===== src/rtl/timer_pkg.sv =====
// Shared types and helpers for the mm:ss cook timer (mmss_timer).
package timer_pkg;

  localparam int unsigned BCD_W        = 4;
  localparam int unsigned DIGIT_MAX    = 9;
  localparam int unsigned SEC_TENS_MAX = 5;

  typedef enum logic [1:0] {
    IDLE    = 2'd0,
    RUN     = 2'd1,
    PAUSE   = 2'd2,
    EXPIRED = 2'd3
  } state_e;

  // Digit position 1 is tens-of-seconds (0-5); every other position is 0-9.
  function automatic int unsigned digit_max(input int unsigned idx);
    return (idx == 1) ? SEC_TENS_MAX : DIGIT_MAX;
  endfunction

  function automatic logic bcd_valid(input logic [BCD_W-1:0] d, input int unsigned idx);
    return d <= BCD_W'(digit_max(idx));
  endfunction

endpackage


===== src/rtl/bcd_digit_ctr.sv =====
// One BCD digit of the timer chain: loadable, steps up or down with wrap at MAX.
module bcd_digit_ctr
  import timer_pkg::*;
#(
  parameter int unsigned MAX = DIGIT_MAX
) (
  input  logic             clk,
  input  logic             reset,
  input  logic             inc,
  input  logic             dec,
  input  logic             load,
  input  logic [BCD_W-1:0] load_val,
  output logic [BCD_W-1:0] digit,
  output logic [BCD_W-1:0] up_val_c,
  output logic [BCD_W-1:0] dn_val_c,
  output logic             carry_c,
  output logic             borrow_c
);

  localparam logic [BCD_W-1:0] MAX_V = BCD_W'(MAX);

  // carry_c/borrow_c flag that a step in that direction would ripple onward.
  assign carry_c  = (digit == MAX_V);
  assign borrow_c = (digit == '0);
  assign up_val_c = carry_c  ? '0    : digit + BCD_W'(1);
  assign dn_val_c = borrow_c ? MAX_V : digit - BCD_W'(1);

  always_ff @(posedge clk or negedge reset) begin
    if (!reset) begin
      digit <= '0;
    end else if (load) begin
      digit <= load_val;
    end else if (inc) begin
      digit <= up_val_c;
    end else if (dec) begin
      digit <= dn_val_c;
    end
  end

endmodule


===== src/rtl/mmss_timer.sv =====
// BCD mm:ss up/down cook timer with pause, done pulse, latched alarm and program check.
// Optional: define MMSS_AUTO_RELOAD_EN to reload the start value at terminal instead of expiring.
module mmss_timer
  import timer_pkg::*;
#(
  parameter  int unsigned MIN_DIGITS = 2,
  localparam int unsigned W          = BCD_W * (MIN_DIGITS + 2)
) (
  input  logic         clk,
  input  logic         reset,
  input  logic         count_enable,
  input  logic         main_enable,
  input  logic         direction,
  input  logic         load,
  input  logic [W-1:0] prog,
  input  logic         alarm_clear,
  output logic [W-1:0] count,
  output logic         running,
  output logic         done,
  output logic         alarm,
  output logic         prog_err
);

  localparam int unsigned ND = MIN_DIGITS + 2;

  state_e         state_q, state_nxt;
  logic [W-1:0]   target_q, target_nxt;
  logic           dir_q, dir_nxt;
  logic           running_nxt, done_nxt, alarm_nxt, err_nxt;

  logic [ND-1:0]  carry_w, borrow_w, rip_c;
  logic [W-1:0]   up_w, dn_w;
  logic [W-1:0]   step_val_c, terminal_c, ld_val_c;
  logic           step_c, ld_c, prog_ok_c;

  assign terminal_c = dir_q ? target_q : '0;

  // Value the count would take after one step in the latched direction.
  always_comb begin
    rip_c      = '0;
    rip_c[0]   = 1'b1;
    for (int unsigned i = 1; i < ND; i++) begin
      rip_c[i] = rip_c[i-1] & (dir_q ? carry_w[i-1] : borrow_w[i-1]);
    end
    step_val_c = count;
    for (int unsigned i = 0; i < ND; i++) begin
      if (rip_c[i]) begin
        step_val_c[BCD_W*i +: BCD_W] = dir_q ? up_w[BCD_W*i +: BCD_W] : dn_w[BCD_W*i +: BCD_W];
      end
    end
  end

  always_comb begin
    prog_ok_c = 1'b1;
    for (int unsigned i = 0; i < ND; i++) begin
      prog_ok_c = prog_ok_c & bcd_valid(prog[BCD_W*i +: BCD_W], i);
    end
  end

  for (genvar g = 0; g < ND; g++) begin : g_digit
    bcd_digit_ctr #(
      .MAX(digit_max(g))
    ) u_digit (
      .clk      (clk),
      .reset    (reset),
      .inc      (step_c & dir_q & rip_c[g]),
      .dec      (step_c & ~dir_q & rip_c[g]),
      .load     (ld_c),
      .load_val (ld_val_c[BCD_W*g +: BCD_W]),
      .digit    (count[BCD_W*g +: BCD_W]),
      .up_val_c (up_w[BCD_W*g +: BCD_W]),
      .dn_val_c (dn_w[BCD_W*g +: BCD_W]),
      .carry_c  (carry_w[g]),
      .borrow_c (borrow_w[g])
    );
  end

  // Next-state, counter control and output decode.
  always_comb begin
    state_nxt  = state_q;
    target_nxt = target_q;
    dir_nxt    = dir_q;
    done_nxt   = 1'b0;
    err_nxt    = 1'b0;
    alarm_nxt  = alarm & ~alarm_clear;
    step_c     = 1'b0;
    ld_c       = 1'b0;
    ld_val_c   = '0;

    if (load) begin
      if (!prog_ok_c) begin
        err_nxt = 1'b1;
      end else begin
        target_nxt = prog;
        dir_nxt    = direction;
        ld_c       = 1'b1;
        ld_val_c   = direction ? '0 : prog;
        alarm_nxt  = 1'b0;
        state_nxt  = IDLE;
      end
    end else begin
      case (state_q)
        IDLE: begin
          if (main_enable) begin
            if (count == terminal_c) begin
              state_nxt = EXPIRED;
              done_nxt  = 1'b1;
              alarm_nxt = 1'b1;
            end else begin
              state_nxt = RUN;
            end
          end
        end
        RUN: begin
          if (count_enable) begin
            step_c = 1'b1;
            if (step_val_c == terminal_c) begin
              done_nxt  = 1'b1;
              alarm_nxt = 1'b1;
`ifdef MMSS_AUTO_RELOAD_EN
              ld_c      = 1'b1;
              ld_val_c  = dir_q ? '0 : target_q;
`else
              state_nxt = EXPIRED;
`endif
            end
          end
          if (!main_enable && state_nxt == RUN) begin
            state_nxt = PAUSE;
          end
        end
        PAUSE: begin
          if (main_enable) begin
            state_nxt = RUN;
          end
        end
        EXPIRED: begin
          state_nxt = EXPIRED;
        end
        default: begin
          state_nxt = IDLE;
        end
      endcase
    end

    running_nxt = (state_nxt == RUN);
  end

  always_ff @(posedge clk or negedge reset) begin
    if (!reset) begin
      state_q  <= IDLE;
      target_q <= '0;
      dir_q    <= 1'b0;
      running  <= 1'b0;
      done     <= 1'b0;
      alarm    <= 1'b0;
      prog_err <= 1'b0;
    end else begin
      state_q  <= state_nxt;
      target_q <= target_nxt;
      dir_q    <= dir_nxt;
      running  <= running_nxt;
      done     <= done_nxt;
      alarm    <= alarm_nxt;
      prog_err <= err_nxt;
    end
  end

endmodule


===== config.mk =====
export PLATFORM = sky130hd
export DESIGN_NAME = mmss_timer
export DESIGN_NICKNAME = d
export VERILOG_FILES = /design/src/rtl/timer_pkg.sv /design/src/rtl/bcd_digit_ctr.sv /design/src/rtl/mmss_timer.sv
export SDC_FILE = /design/constraint.sdc
export NUM_CORES = 1
export LEC_CHECK = 0
export CORE_UTILIZATION = 26
export CTS_BUF_LIST = sky130_fd_sc_hd__clkbuf_8
export CTS_CLUSTER_SIZE = 25
export DETAILED_ROUTE_END_ITERATION = 8
export GPL_TIMING_DRIVEN = 0
export MAX_ROUTING_LAYER = met4
export PLACE_DENSITY = 0.39
export SETUP_SLACK_MARGIN = 0.15
export SYNTH_ARGS = -nofsm -noshare
export SYNTH_HDL_FRONTEND = slang
export SYNTH_SLANG_ARGS = --single-unit

===== constraint.sdc =====
create_clock -name clk -period 4 [get_ports clk]
set_input_delay 0.4 -clock clk [delete_from_list [all_inputs] [get_ports clk]]
set_output_delay 0.4 -clock clk [all_outputs]
set_load 0.05 [all_outputs]

==> Yosys cells after proc, flatten, opt, wreduce, memory -nomap -nowiden <==
Index checks and enable logic that the tools add are counted.
{ "op_classes": {"reduce_logical": 12, "magnitude_cmp": 4, "mux": 65, "addsub": 8, "n_bitwise": 16, "eq_ne": 11} }
{ "op_table": {"columns": ["op", "n"], "rows": [
  ["$mux 4", 27],
  ["$mux 16", 4],
  ["$eq 16x16->1", 2],
  ["$mux 1", 21],
  ["$mux 2", 10],
  ["$add 4x1->4 const B", 4],
  ["$logic_not 4->1", 4],
  ["$sub 4x1->4 const B", 4],
  ["$and 1x1->1", 14],
  ["$eq 4x4->1 const B", 3],
  ["$le 4x4->1 const B", 3],
  ["$reduce_bool 3->1", 4],
  ["$pmux 2 s4", 1],
  ["$eq 2x1->1 const B", 3],
  ["$eq 2x2->1 const B", 2],
  ["$eq 4x3->1 const B", 1],
  ["$le 4x3->1 const B", 1],
  ["$pmux 1 s2", 2],
  ["$logic_not 2->1", 1],
  ["$not 1->1", 2],
  ["$reduce_and 2->1", 1],
  ["$logic_and 1x1->1", 1],
  ["$logic_not 1->1", 1]
]} }
{ "word_totals": {"in_bits": 23, "reg_bits": 39, "wordCells": 127} }

==> Logic depth before layout (Yosys ltp) <==
Gate-level depths: netlist of run 1.
{ "depth": {"depth_word": 16, "depth_mapped": 12, "mapped_depth_nobuf": 8} }

==> Hierarchy <==
Synthesis of run 1 repeated with hierarchy kept, for this count alone.
{ "unflattened": {"hier_cells": 531, "area_unflattened_um2": 3920.0} }
{ "modules_own_cells": {"columns": ["mod", "seq_area_each_um2", "cells_each", "instances", "area_each_um2"], "rows": [
  ["mmss_timer", 575.6, 280, 1, 2122.0],
  ["bcd_digit_ctr (g_digit[0].u_digit ...)", 100.1, 66, 3, 464.2],
  ["bcd_digit_ctr (g_digit[1].u_digit)", 100.1, 53, 1, 405.4]
]} }

==> Worst setup path after synthesis of run 1 <==
Ideal clock, no wire load.
{ "synth_path": {"kind": "reg2reg", "from": "reg g_digit[0].u_digit.digit[2]", "to": "reg running", "stages_incl_launch_ff": 9, "setup_slack_ns": 0.917, "setup_ns": 0.120, "t_required_ns": 3.880, "t_arrival_ns": 2.963, "period_less_slack_ns": 3.083, "cell_sequence": "dfrtp_1 nor4_4 o211ai_4 o31a_1 or3_1 a21oi_1 nor3_1 or4_4 o211a_1"} }
{ "synth_between": {"elab_chain_len": 16} }
{ "synth_rtl": {"columns": ["element", "line_no", "source"], "rows": [
  ["start, declared", "bcd_digit_ctr.sv:13", "output logic [BCD_W-1:0] digit,"],
  ["start signal, assigned", "bcd_digit_ctr.sv:32", "digit <= load_val;"],
  ["start signal, assigned", "bcd_digit_ctr.sv:34", "digit <= up_val_c;"],
  ["start signal, assigned", "bcd_digit_ctr.sv:36", "digit <= dn_val_c;"],
  ["$eq 4x4->1 or $logic_not 4->1 (tied branches)", "bcd_digit_ctr.sv:23, bcd_digit_ctr.sv:24", null],
  ["$mux 1", "mmss_timer.sv:43", "rip_c[i] = rip_c[i-1] & (dir_q ? carry_w[i-1] : borrow_w[i-1]);"],
  ["$and 1x1->1 (2 in series)", "mmss_timer.sv:43", null],
  ["$mux 4", "mmss_timer.sv:47", "if (rip_c[i]) begin"],
  ["$eq 16x16->1", "mmss_timer.sv:117", "if (step_val_c == terminal_c) begin"],
  ["$mux 2", "mmss_timer.sv:117", null],
  ["$mux 2", "mmss_timer.sv:115", "if (count_enable) begin"],
  ["$mux 2", "mmss_timer.sv:102", "case (state_q)"],
  ["$mux 2", "mmss_timer.sv:90", "if (load) begin"],
  ["$eq 2x1->1", "mmss_timer.sv:128", "if (!main_enable && state_nxt == RUN) begin"],
  ["$logic_and 1x1->1", "mmss_timer.sv:128", null],
  ["$mux 2", "mmss_timer.sv:128", null],
  ["$pmux 2 s4 (*)", "mmss_timer.sv:102", null],
  ["$mux 2 (*)", "mmss_timer.sv:90", null],
  ["$eq 2x1->1 (*)", "mmss_timer.sv:146", "running_nxt = (state_nxt == RUN);"],
  ["via running_nxt", "mmss_timer.sv:29", "logic running_nxt, done_nxt, alarm_nxt, err_nxt;"],
  ["end signal, assigned", "mmss_timer.sv:162", "running <= running_nxt;"],
  ["end, declared", "mmss_timer.sv:18", "output logic running,"]
]} }
The timed path passes the listed nets; every way through them passes the cells marked *. The select of a mux whose other input is x is not followed.
A chain may end at the register's enable or synchronous reset.

==> Final worst setup path of run 1 <==
{ "layout_path": {"from": "reg dir_q", "to": "reg running"} }
{ "layout_between": {"elab_chain_len": 15} }
{ "layout_rtl": {"columns": ["element", "line_no", "source"], "rows": [
  ["start, declared", "mmss_timer.sv:28", "logic dir_q, dir_nxt;"],
  ["start signal, assigned", "mmss_timer.sv:161", "dir_q <= dir_nxt;"],
  ["$mux 1", "mmss_timer.sv:43", null],
  ["$and 1x1->1 (2 in series)", "mmss_timer.sv:43", null],
  ["$mux 4", "mmss_timer.sv:47", null],
  ["$eq 16x16->1", "mmss_timer.sv:117", null],
  ["$mux 2", "mmss_timer.sv:117", null],
  ["$mux 2", "mmss_timer.sv:115", null],
  ["$mux 2", "mmss_timer.sv:102", null],
  ["$mux 2", "mmss_timer.sv:90", null],
  ["$eq 2x1->1", "mmss_timer.sv:128", null],
  ["$logic_and 1x1->1", "mmss_timer.sv:128", null],
  ["$mux 2", "mmss_timer.sv:128", null],
  ["$pmux 2 s4 (*)", "mmss_timer.sv:102", null],
  ["$mux 2 (*)", "mmss_timer.sv:90", null],
  ["$eq 2x1->1 (*)", "mmss_timer.sv:146", null],
  ["via running_nxt", "mmss_timer.sv:29", null]
]} }
Marked as above.

==> results of run 1 <==
-- cell usage after synthesis (9+ instances only) --
| library cell | count | area (um2) |
|---|---|---|
| nor3_1 | 9 | 45.0 |
| mux2_2 | 12 | 135 |
| nand2_1 | 50 | 188 |
| nor2_1 | 44 | 165 |
| nand3_1 | 29 | 145 |
| clkbuf_1 | 33 | 124 |
| a21oi_1 | 24 | 120 |
| dfrtp_1 | 39 | 976 |
| inv_1 | 19 | 71.3 |
| o21ai_0 | 61 | 305 |
| xnor2_1 | 12 | 105 |
-- repair_timing --
item,in CTS,in global routing
gates resized for setup,1,3
hold buffers,1,0
gates cloned,0,0
setup endpoints to repair,4,4
endpoints found under the hold margin,7,0
-- metal layers --
metal  GRT usage (%)  vias up  wire, um
met5               -        -         0
met4            8.10        0       409
met3            2.95       30       702
met2            35.3      159      7130
met1            31.0     2128      7700
li1                -     1991         -
-- cell type report --
class                      instances  area, um2
fill                            1522       9450
multi-input combinational        402       2500
sequential                        39        976
timing repair buffer              44        445
tap                              180        225
buffer                            44        175
inverter                          20       75.1
clock buffer                       5       68.8
clock inverter                     3       16.3
-- report_power, final --
group / internal (mW) / switching [mW]
clock network: 0.120 / 0.165
registers: 0.499 / 0.179
logic: 0.661 / 1.25
-- per-stage QoR --
| stage | instances | hold WS (ns) | cell area [um2] |
|---|---|---|---|
| floorplan | 505 | 0.104 | 3720 |
| global placement | 727 | 0.589 | 4370 |
| detailed placement | 728 | 0.295 | 4380 |
| CTS | 737 | 0.487 | 4480 |
| global route | 737 | 0.493 | 4480 |
| finish | 737 | 0.468 | 4480 |
-- registers in the layout, indices dropped and copies added, names as in the netlist --
register / cells
prog_err: 1
alarm: 1
g_digit.u_digit.digit: 16
dir_q: 1
target_q: 16
running: 1
done: 1
state_q: 2
-- worst paths after layout --
path / from / endpoint / slack, ns
max: dir_q / running / 0.33
min: reset / g_digit[2].u_digit.digit[2] / 0.47
max reg2reg: dir_q / running / 0.33
min reg2reg: target_q[0] / target_q[0] / 0.61
max in group asynchronous: reset / target_q[0] / 3.05
min in group clk: target_q[0] / target_q[0] / 0.61
-- cells by family after synthesis --
group / Yosys count / share of synthesized area [%]
simple gates: 193 / 26.5
compound gates: 181 / 33.2
buf+inv: 64 / 6.69
flops: 39 / 26.2
xor+xnor: 15 / 3.53
mux: 13 / 3.90
==> results.py, run 1 <==
metrics = {
    "status": {
        "status": "finished clean",
    },
    "worst_setup_path": {
        "path_buf_inv": 5,
        "cp_data_arrival_time_ns": 3.89,
        "slowest_delay_ns": 0.58,
        "cp_slowest_cell": "or4_4",
        "crit_chain": "buf_2 > buf_2 > buf_2 > clkbuf_1 > clkbuf_2 > a21oi_1 > nor4_1 > nand4_1 > or4_4 > o211a_1",
        "cp_top_family": "buffers and inverters",
        "path_depth": 10,
        "cp-end-kind": "flop",
        "worst_r2r_path_depth": 10,
        "cp_max_fo": 10,
        "path_class": "reg -> reg",
        "required_ns": 4.22,
        "startpoint_type": "flop",
        "cpMostUsedCell": "buf_2",
    },
    "worst_hold_path": {
        "min_path_type": "in -> async",
    },
    "global_route": {
        "grt_start_max_net_pins": 33,
        "grt_remaining_overflow": 0,
        "grt_pass1_vias": 4150,
        "grtUsageTotal_pct": 23.0,
        "antenna_found_initial": 0,
        "grt_pass1_wl_um": 24300,
    },
    "die": {
        "rows": 43,
        "die-area_um2": 14800,
        "num_io_pins": 43,
        "core_area_um2": 13900,
        "die_width_um": 122,
        "die_y_um": 122,
        "start_util_pct": 26.7,
    },
    "route": {
        "wire_per_inst_um": 21.6,
        "drt_iter0_drc": 407,
        "drt-total-wl_um": 15900,
        "vias": 4308,
        "vias_per_cell": 5.85,
        "ant_nets": 0,
        "drc": 0,
        "first_pass_iters": 6,
    },
    "sta": {
        "period_needed_ns": 3.67,
        "finalHoldViolCount": 0,
        "slew_viol_final": 0,
        "clock.fmax_mhz": 273,
        "setup_ws_ns": 0.331,
        "clock_skew_ns": 0.0142,
        "slew-limit-headroom_pct": 47.6,
        "tightest_slew_ns": 0.786,
        "finalCritPeriodShare_pct": 91.7,
        "setup_viol_count_final": 0,
        "setup-tns-final_ns": 0,
        "rsz0062_at_grt": "false",
    },
    "placed_design": {
        "place_ws_ns": 0.00917,
        "dp.final_hpwl_um": 12100,
        "io_buffers": 42,
        "place_congestion": 0.861,
    },
    "final_layout": {
        "final_layout_size_suffix_gt1_share_pct": 7.54,
        "final_core_util_pct": 32.2,
        "n_antenna_cell": 0,
        "fin_nets": 579,
        "final_common_cell": "o21ai_0",
        "syn_to_final_growth_pct": 20.5,
        "final_cell_mix": "61 x o21ai_0, 50 x nand2_1, 44 x nor2_1, 41 x clkdlybuf4s50_1, 39 x dfrtp_1",
    },
    "synth": {
        "avgSynthCellArea_um2": 7.37,
        "synth.distinct_cells": 76,
        "synth_edf_count": 0,
        "synth-seq-cells": 39,
        "synth_ff_type": "dfrtp_1",
        "syn-num-nets": 528,
        "synth_area_um2": 3720,
        "yosys_warnings": 0,
        "synthCells": 505,
        "yosysSeqAreaShare_pct": 26.2,
        "synthArstFlopShare_pct": 100,
    },
    "clock_network": {
        "clock_sinks": 39,
        "clock_path_buffers": 2,
        "cts_tree": "yes",
        "cts_buffers": 5,
        "cts_setup_buffers": 0,
        "clk_root_buffer_cell": "clkbuf_8",
        "clk_latency_ns": 0.32,
        "htreeDepth": 2,
        "clk_pin_slew_ns": 0.09,
    },
    "power": {
        "max-vdd-ir-drop_mv": 0.191,
        "power-per-cell-area_nw_per_um2": 640,
        "leakage_nw": 1.55,
        "p_total_mw": 2.87,
    },
    "flow_run": {
        "cap_violations": 0,
    },
}
(Power assumes the default switching activity.)
==> run 2: changes to the inputs <==
Settings changed: PLACE_DENSITY 0.39 to not set, TNS_END_PERCENT set to 30.
==> run 2 against run 1 <==
Against the previous run:
- global-route usage shrank 2.2 points
- clock power grew 44%
- first-iteration DRC count grew 10%
- non-clock buffer count unchanged
- largest power group unchanged
- combinational power hardly changed
==> results.py, run 2 (synthesized netlist as in run 1, its figures left out) <==
metrics = {
    "power": {
        "p_switching_mw": 1.57,
        "p_total_mw": 2.98,
        "internal-power_mw": 1.41,
        "combPwrFrac_pct": 63.7,
        "leakage_nw": 1.57,
        "power-per-cell-area_nw_per_um2": 657,
        "swShare_pct": 52.7,
        "seqPwrFrac_pct": 22.5,
        "pwr-share-clk_pct": 13.8,
        "max-vdd-ir-drop_mv": 0.258,
    },
    "final_layout": {
        "final_cell_mix": "61 x o21ai_0, 50 x nand2_1, 44 x nor2_1, 41 x clkdlybuf4s50_1, 39 x dfrtp_1",
        "final_cells": 737,
        "final_layout_size_suffix_gt1_share_pct": 7.72,
        "final_common_cell": "o21ai_0",
        "fillers": 1483,
        "fin_nets": 579,
        "syn_to_final_growth_pct": 21.9,
        "n_antenna_cell": 0,
        "reg_top3": "g_digit.u_digit.digit: 16 flops, target_q: 16 flops, state_q: 2 flops",
    },
    "clock_network": {
        "clk_pin_slew_ns": 0.09,
        "htreeDepth": 2,
        "clock_sinks": 39,
        "clk_latency_ns": 0.31,
        "cts_tree": "yes",
        "cts_buffers": 5,
        "clk_root_buffer_cell": "clkbuf_8",
        "clock_path_buffers": 2,
    },
    "route": {
        "vias_per_cell": 5.88,
        "wire_per_inst_um": 19.8,
        "drt_iter0_drc": 449,
        "drc": 0,
        "ant_nets": 0,
        "drt-total-wl_um": 14600,
        "first_pass_iters": 5,
        "vias": 4334,
    },
    "worst_setup_path": {
        "cp_data_arrival_time_ns": 3.82,
        "path_class": "reg -> reg",
        "cp-end-kind": "flop",
        "required_ns": 4.20,
        "cp_max_fo": 10,
        "startpoint_type": "flop",
    },
    "sta": {
        "rsz0062_at_grt": "false",
        "clock_skew_ns": 0.00320,
        "finalHoldViolCount": 0,
        "setup-tns-final_ns": 0,
        "setup_viol_count_final": 0,
        "slew-limit-headroom_pct": 50.4,
        "slew_viol_final": 0,
        "holdWs_ns": 0.483,
        "tightest_slew_ns": 0.745,
        "finalCritPeriodShare_pct": 90.5,
        "period_needed_ns": 3.62,
        "clock.fmax_mhz": 276,
    },
    "global_route": {
        "grt_start_max_net_pins": 31,
        "grtUsageTotal_pct": 20.8,
        "antenna_found_initial": 0,
        "grt_pass1_wl_um": 23200,
        "grt_pass1_vias": 4060,
        "grt_remaining_overflow": 0,
    },
    "die": {
        "die-area_um2": 14800,
        "core_area_um2": 13900,
        "start_util_pct": 26.7,
        "rows": 43,
        "num_io_pins": 43,
        "die_y_um": 122,
        "die_width_um": 122,
    },
    "status": {
        "status": "finished clean",
    },
    "placed_design": {
        "place_congestion": 0.935,
        "io_buffers": 42,
        "dpl.cell_count": 728,
        "dp.final_hpwl_um": 11000,
    },
    "worst_hold_path": {
        "min_path_type": "in -> async",
    },
    "flow_run": {
        "cap_violations": 0,
    },
}
run 2: power groups by stage:
stage                     registers (mW)  clock network [mW]  logic [mW]
final                              0.671               0.411        1.90
after global routing               0.688               0.438        2.05
after CTS                          0.667               0.422        1.87
after detailed placement           0.674                   0        1.86
after global placement             0.672                   0        1.85
after floorplan                    0.822                   0        1.12
run 2: layout make-up:
type,count,area [um2],area share (%)
multi-input cells,402,2500,55.2
plain buffers,44,175,3.86
flip-flops and latches,39,976,21.5
clock inverters,3,67.6,1.49
inverters,20,75.1,1.66
clock buffers,5,68.8,1.52
repair buffers,44,445,9.82
well taps,180,225,4.97
run 2: worst paths after layout:
path	from	end	slack [ns]	depth (start not counted)
worst min-delay path	reset	g_digit[0].u_digit.digit[3]	0.48	2
max in group asynchronous	reset	target_q[11]	3.06	3
worst max register to register	dir_q	running	0.38	10
worst max-delay path	dir_q	running	0.38	10
worst min register to register	target_q[0]	target_q[0]	0.63	1
min in group clk	target_q[0]	target_q[0]	0.63	1
run 2: repair_timing:
item / 4_1_cts / 5_1_grt
hold buffers: 1 / 0
endpoints found under the hold margin: 9 / 0
gates resized for setup: 0 / 4
endpoints found under the setup margin: 0 / 4
buffers inserted: 0 / 0
run 2: stage by stage:
step / cell area [um2] / util (%) / setup WS, ns
5_1_grt: 4540 / 32.5 / 0.253
6_report: 4540 / 32.5 / 0.380
4_1_cts: 4530 / 32.5 / 0.156
2_1_floorplan: 3720 / - / 0.917
3_3_place_gp: 4370 / 31.3 / 0.299
3_5_place_dp: 4380 / 31.4 / 0.178
run 2: worst max-delay path: stages, from the launching register on:
cell and delay (ns):
dfrtp_1 0.33, buf_2 0.22, buf_2 0.31, buf_2 0.31, clkbuf_1 0.48, clkbuf_2 0.35, a21oi_1 0.06, nor4_1 0.40
nand4_1 0.23, or4_4 0.57, o211a_1 0.24
run 2: per-layer routing:
metal	up-vias	wire length (um)	track usage, %
li1	1991	-	-
met1	2114	6630	28.4
met2	206	6690	32.2
met3	23	941	2.57
met4	0	307	6.10
met5	-	0	-
==> run 3: changes to the inputs <==
Settings changed: CELL_PAD_IN_SITES_DETAIL_PLACEMENT set to 0, CELL_PAD_IN_SITES_GLOBAL_PLACEMENT set to 1, PLACE_DENSITY_LB_ADDON set to 0.1, TNS_END_PERCENT 30 to 5.
Clock period 4 ns to 3.3 ns, I/O delays scaled along.
==> run 3 against run 2 <==
Against the previous run:
- non-clock buffer count grew 9
- die area is the same
- combinational power grew 29%
- critical endpoint unchanged
- largest cell class unchanged
==> results.py, run 3 (synthesized netlist as in run 1, its figures left out) <==
metrics = {
    "final_layout": {
        "design_area_um2": 4720,
        "syn_to_final_growth_pct": 26.8,
        "n_antenna_cell": 0,
        "final_layout_size_suffix_gt1_share_pct": 14.0,
        "fillers": 1501,
        "final_common_cell": "o21ai_0",
        "final_cell_mix": "59 x o21ai_0, 50 x nand2_1, 41 x nor2_1, 41 x clkdlybuf4s50_1, 34 x dfrtp_1",
        "final_core_util_pct": 33.9,
        "reg_top3": "g_digit.u_digit.digit: 16 flops, target_q: 16 flops, state_q: 2 flops",
        "fin_nets": 588,
    },
    "sta": {
        "setup_ws_ns": 0.291,
        "slew_viol_final": 0,
        "slew-limit-headroom_pct": 50.5,
        "finalHoldViolCount": 0,
        "tightest_slew_ns": 0.743,
        "period_needed_ns": 3.01,
        "clock.fmax_mhz": 332,
        "clock_skew_ns": 0.00892,
        "setup_viol_count_final": 0,
        "rsz0062_at_grt": "false",
        "finalCritPeriodShare_pct": 91.2,
    },
    "route": {
        "vias": 4217,
        "wire_per_inst_um": 21.0,
        "ant_nets": 0,
        "drt_iter0_drc": 305,
        "drt-total-wl_um": 15700,
        "first_pass_iters": 5,
        "drc": 0,
        "vias_per_cell": 5.65,
    },
    "clock_network": {
        "cts_tree": "yes",
        "clock_sinks": 39,
        "clk_pin_slew_ns": 0.09,
        "clock_path_buffers": 2,
        "clk_root_buffer_cell": "clkbuf_8",
        "cts_buffers": 5,
        "htreeDepth": 2,
        "clk_latency_ns": 0.32,
    },
    "worst_setup_path": {
        "r2r_start": "g_digit[1].u_digit.digit[3]",
        "path_class": "reg -> reg",
        "startpoint_type": "flop",
        "required_ns": 3.52,
        "r2r_end": "running",
        "worst_r2r_path_depth": 9,
        "startpoint": "g_digit[1].u_digit.digit[3]",
        "r2r_slack_ns": 0.29,
        "cp-endpoint": "running",
        "cp_data_arrival_time_ns": 3.23,
        "cp-end-kind": "flop",
        "cp_max_fo": 8,
    },
    "global_route": {
        "grt_pass1_vias": 3989,
        "antenna_found_initial": 0,
        "grt_remaining_overflow": 0,
        "grt_start_max_net_pins": 32,
        "grt_pass1_wl_um": 24000,
        "grtUsageTotal_pct": 22.7,
    },
    "die": {
        "num_io_pins": 43,
        "start_util_pct": 26.7,
        "die_width_um": 122,
        "core_area_um2": 13900,
        "die_y_um": 122,
        "die-area_um2": 14800,
        "rows": 43,
    },
    "power": {
        "max-vdd-ir-drop_mv": 0.235,
        "power-per-cell-area_nw_per_um2": 775,
        "leakage_nw": 1.64,
    },
    "placed_design": {
        "place_ws_ns": -0.591,
        "place_congestion": 0.875,
        "dpl_cell_area_um2": 4380,
        "dp.final_hpwl_um": 11800,
        "io_buffers": 42,
    },
    "flow_run": {
        "cap_violations": 0,
    },
    "worst_hold_path": {
        "min_path_type": "in -> async",
    },
    "status": {
        "status": "finished clean",
    },
}
-- run 3: worst min path at each step --
stage | slack, ns | end | cells after the start | from
global route | 0.45 | g_digit[2].u_digit.digit[1] | 2 | reset
finish | 0.42 | g_digit[2].u_digit.digit[1] | 2 | reset
detailed placement | 0.24 | g_digit[2].u_digit.digit[2] | 1 | reset
floorplan | 0.03 | alarm | 0 | reset
global placement | 0.63 | target_q[0] | 1 | target_q[0]
CTS | 0.43 | g_digit[2].u_digit.digit[2] | 2 | reset
-- run 3: report_power, final --
| group | total (mW) | internal, mW | switching, mW |
|---|---|---|---|
| Combinational | 2.46 | 0.894 | 1.56 |
| Sequential | 0.837 | 0.610 | 0.226 |
| Clock | 0.365 | 0.152 | 0.214 |
-- run 3: what timing repair did --
action,in CTS,in global routing
pin swaps,2,10
buffers inserted,3,6
hold endpoints to repair,8,0
endpoints found under the setup margin,11,7
gates resized for setup,18,43
hold buffers,1,0
-- run 3: layout make-up --
cell class / count / area (um2) / area share [%]
multi-input combinational: 402 / 2610 / 55.2
buffer: 44 / 224 / 4.75
clock inverter: 3 / 23.8 / 0.504
tap: 180 / 225 / 4.77
sequential: 39 / 982 / 20.8
inverter: 20 / 75.1 / 1.59
clock buffer: 5 / 68.8 / 1.46
timing repair buffer: 53 / 513 / 10.9
-- run 3: per-layer routing --
| layer | vias to the layer above | share of wire (%) | routed length (um) | track usage (%) |
|---|---|---|---|---|
| met5 | - | 0 | 0 | - |
| met4 | 0 | 2.3 | 365 | 7.79 |
| met3 | 22 | 4.8 | 754 | 3.75 |
| met2 | 116 | 45 | 7020 | 33.4 |
| met1 | 2068 | 48 | 7560 | 31.2 |
| li1 | 2011 | - | - | - |
-- run 3: critical path, cell delays in order, from the launching register on --
cell,delay (ns)
dfrtp_2,0.46
nor4_4,0.27
buf_4,0.19
o211ai_4,0.13
or3_4,0.42
o2bb2ai_2,0.13
nor4_2,0.25
nand4_1,0.23
or4_4,0.60
o211a_1,0.22
-- run 3: stage by stage --
step	power (mW)	setup TNS, ns	cells	hold slack [ns]
5_1_grt	3.92	0	746	0.451
3_5_place_dp	3.09	-2.46	728	0.238
2_1_floorplan	2.36	0	505	0.0344
6_report	3.66	0	746	0.418
4_1_cts	3.55	0	740	0.429
3_3_place_gp	3.11	-3.01	727	0.626
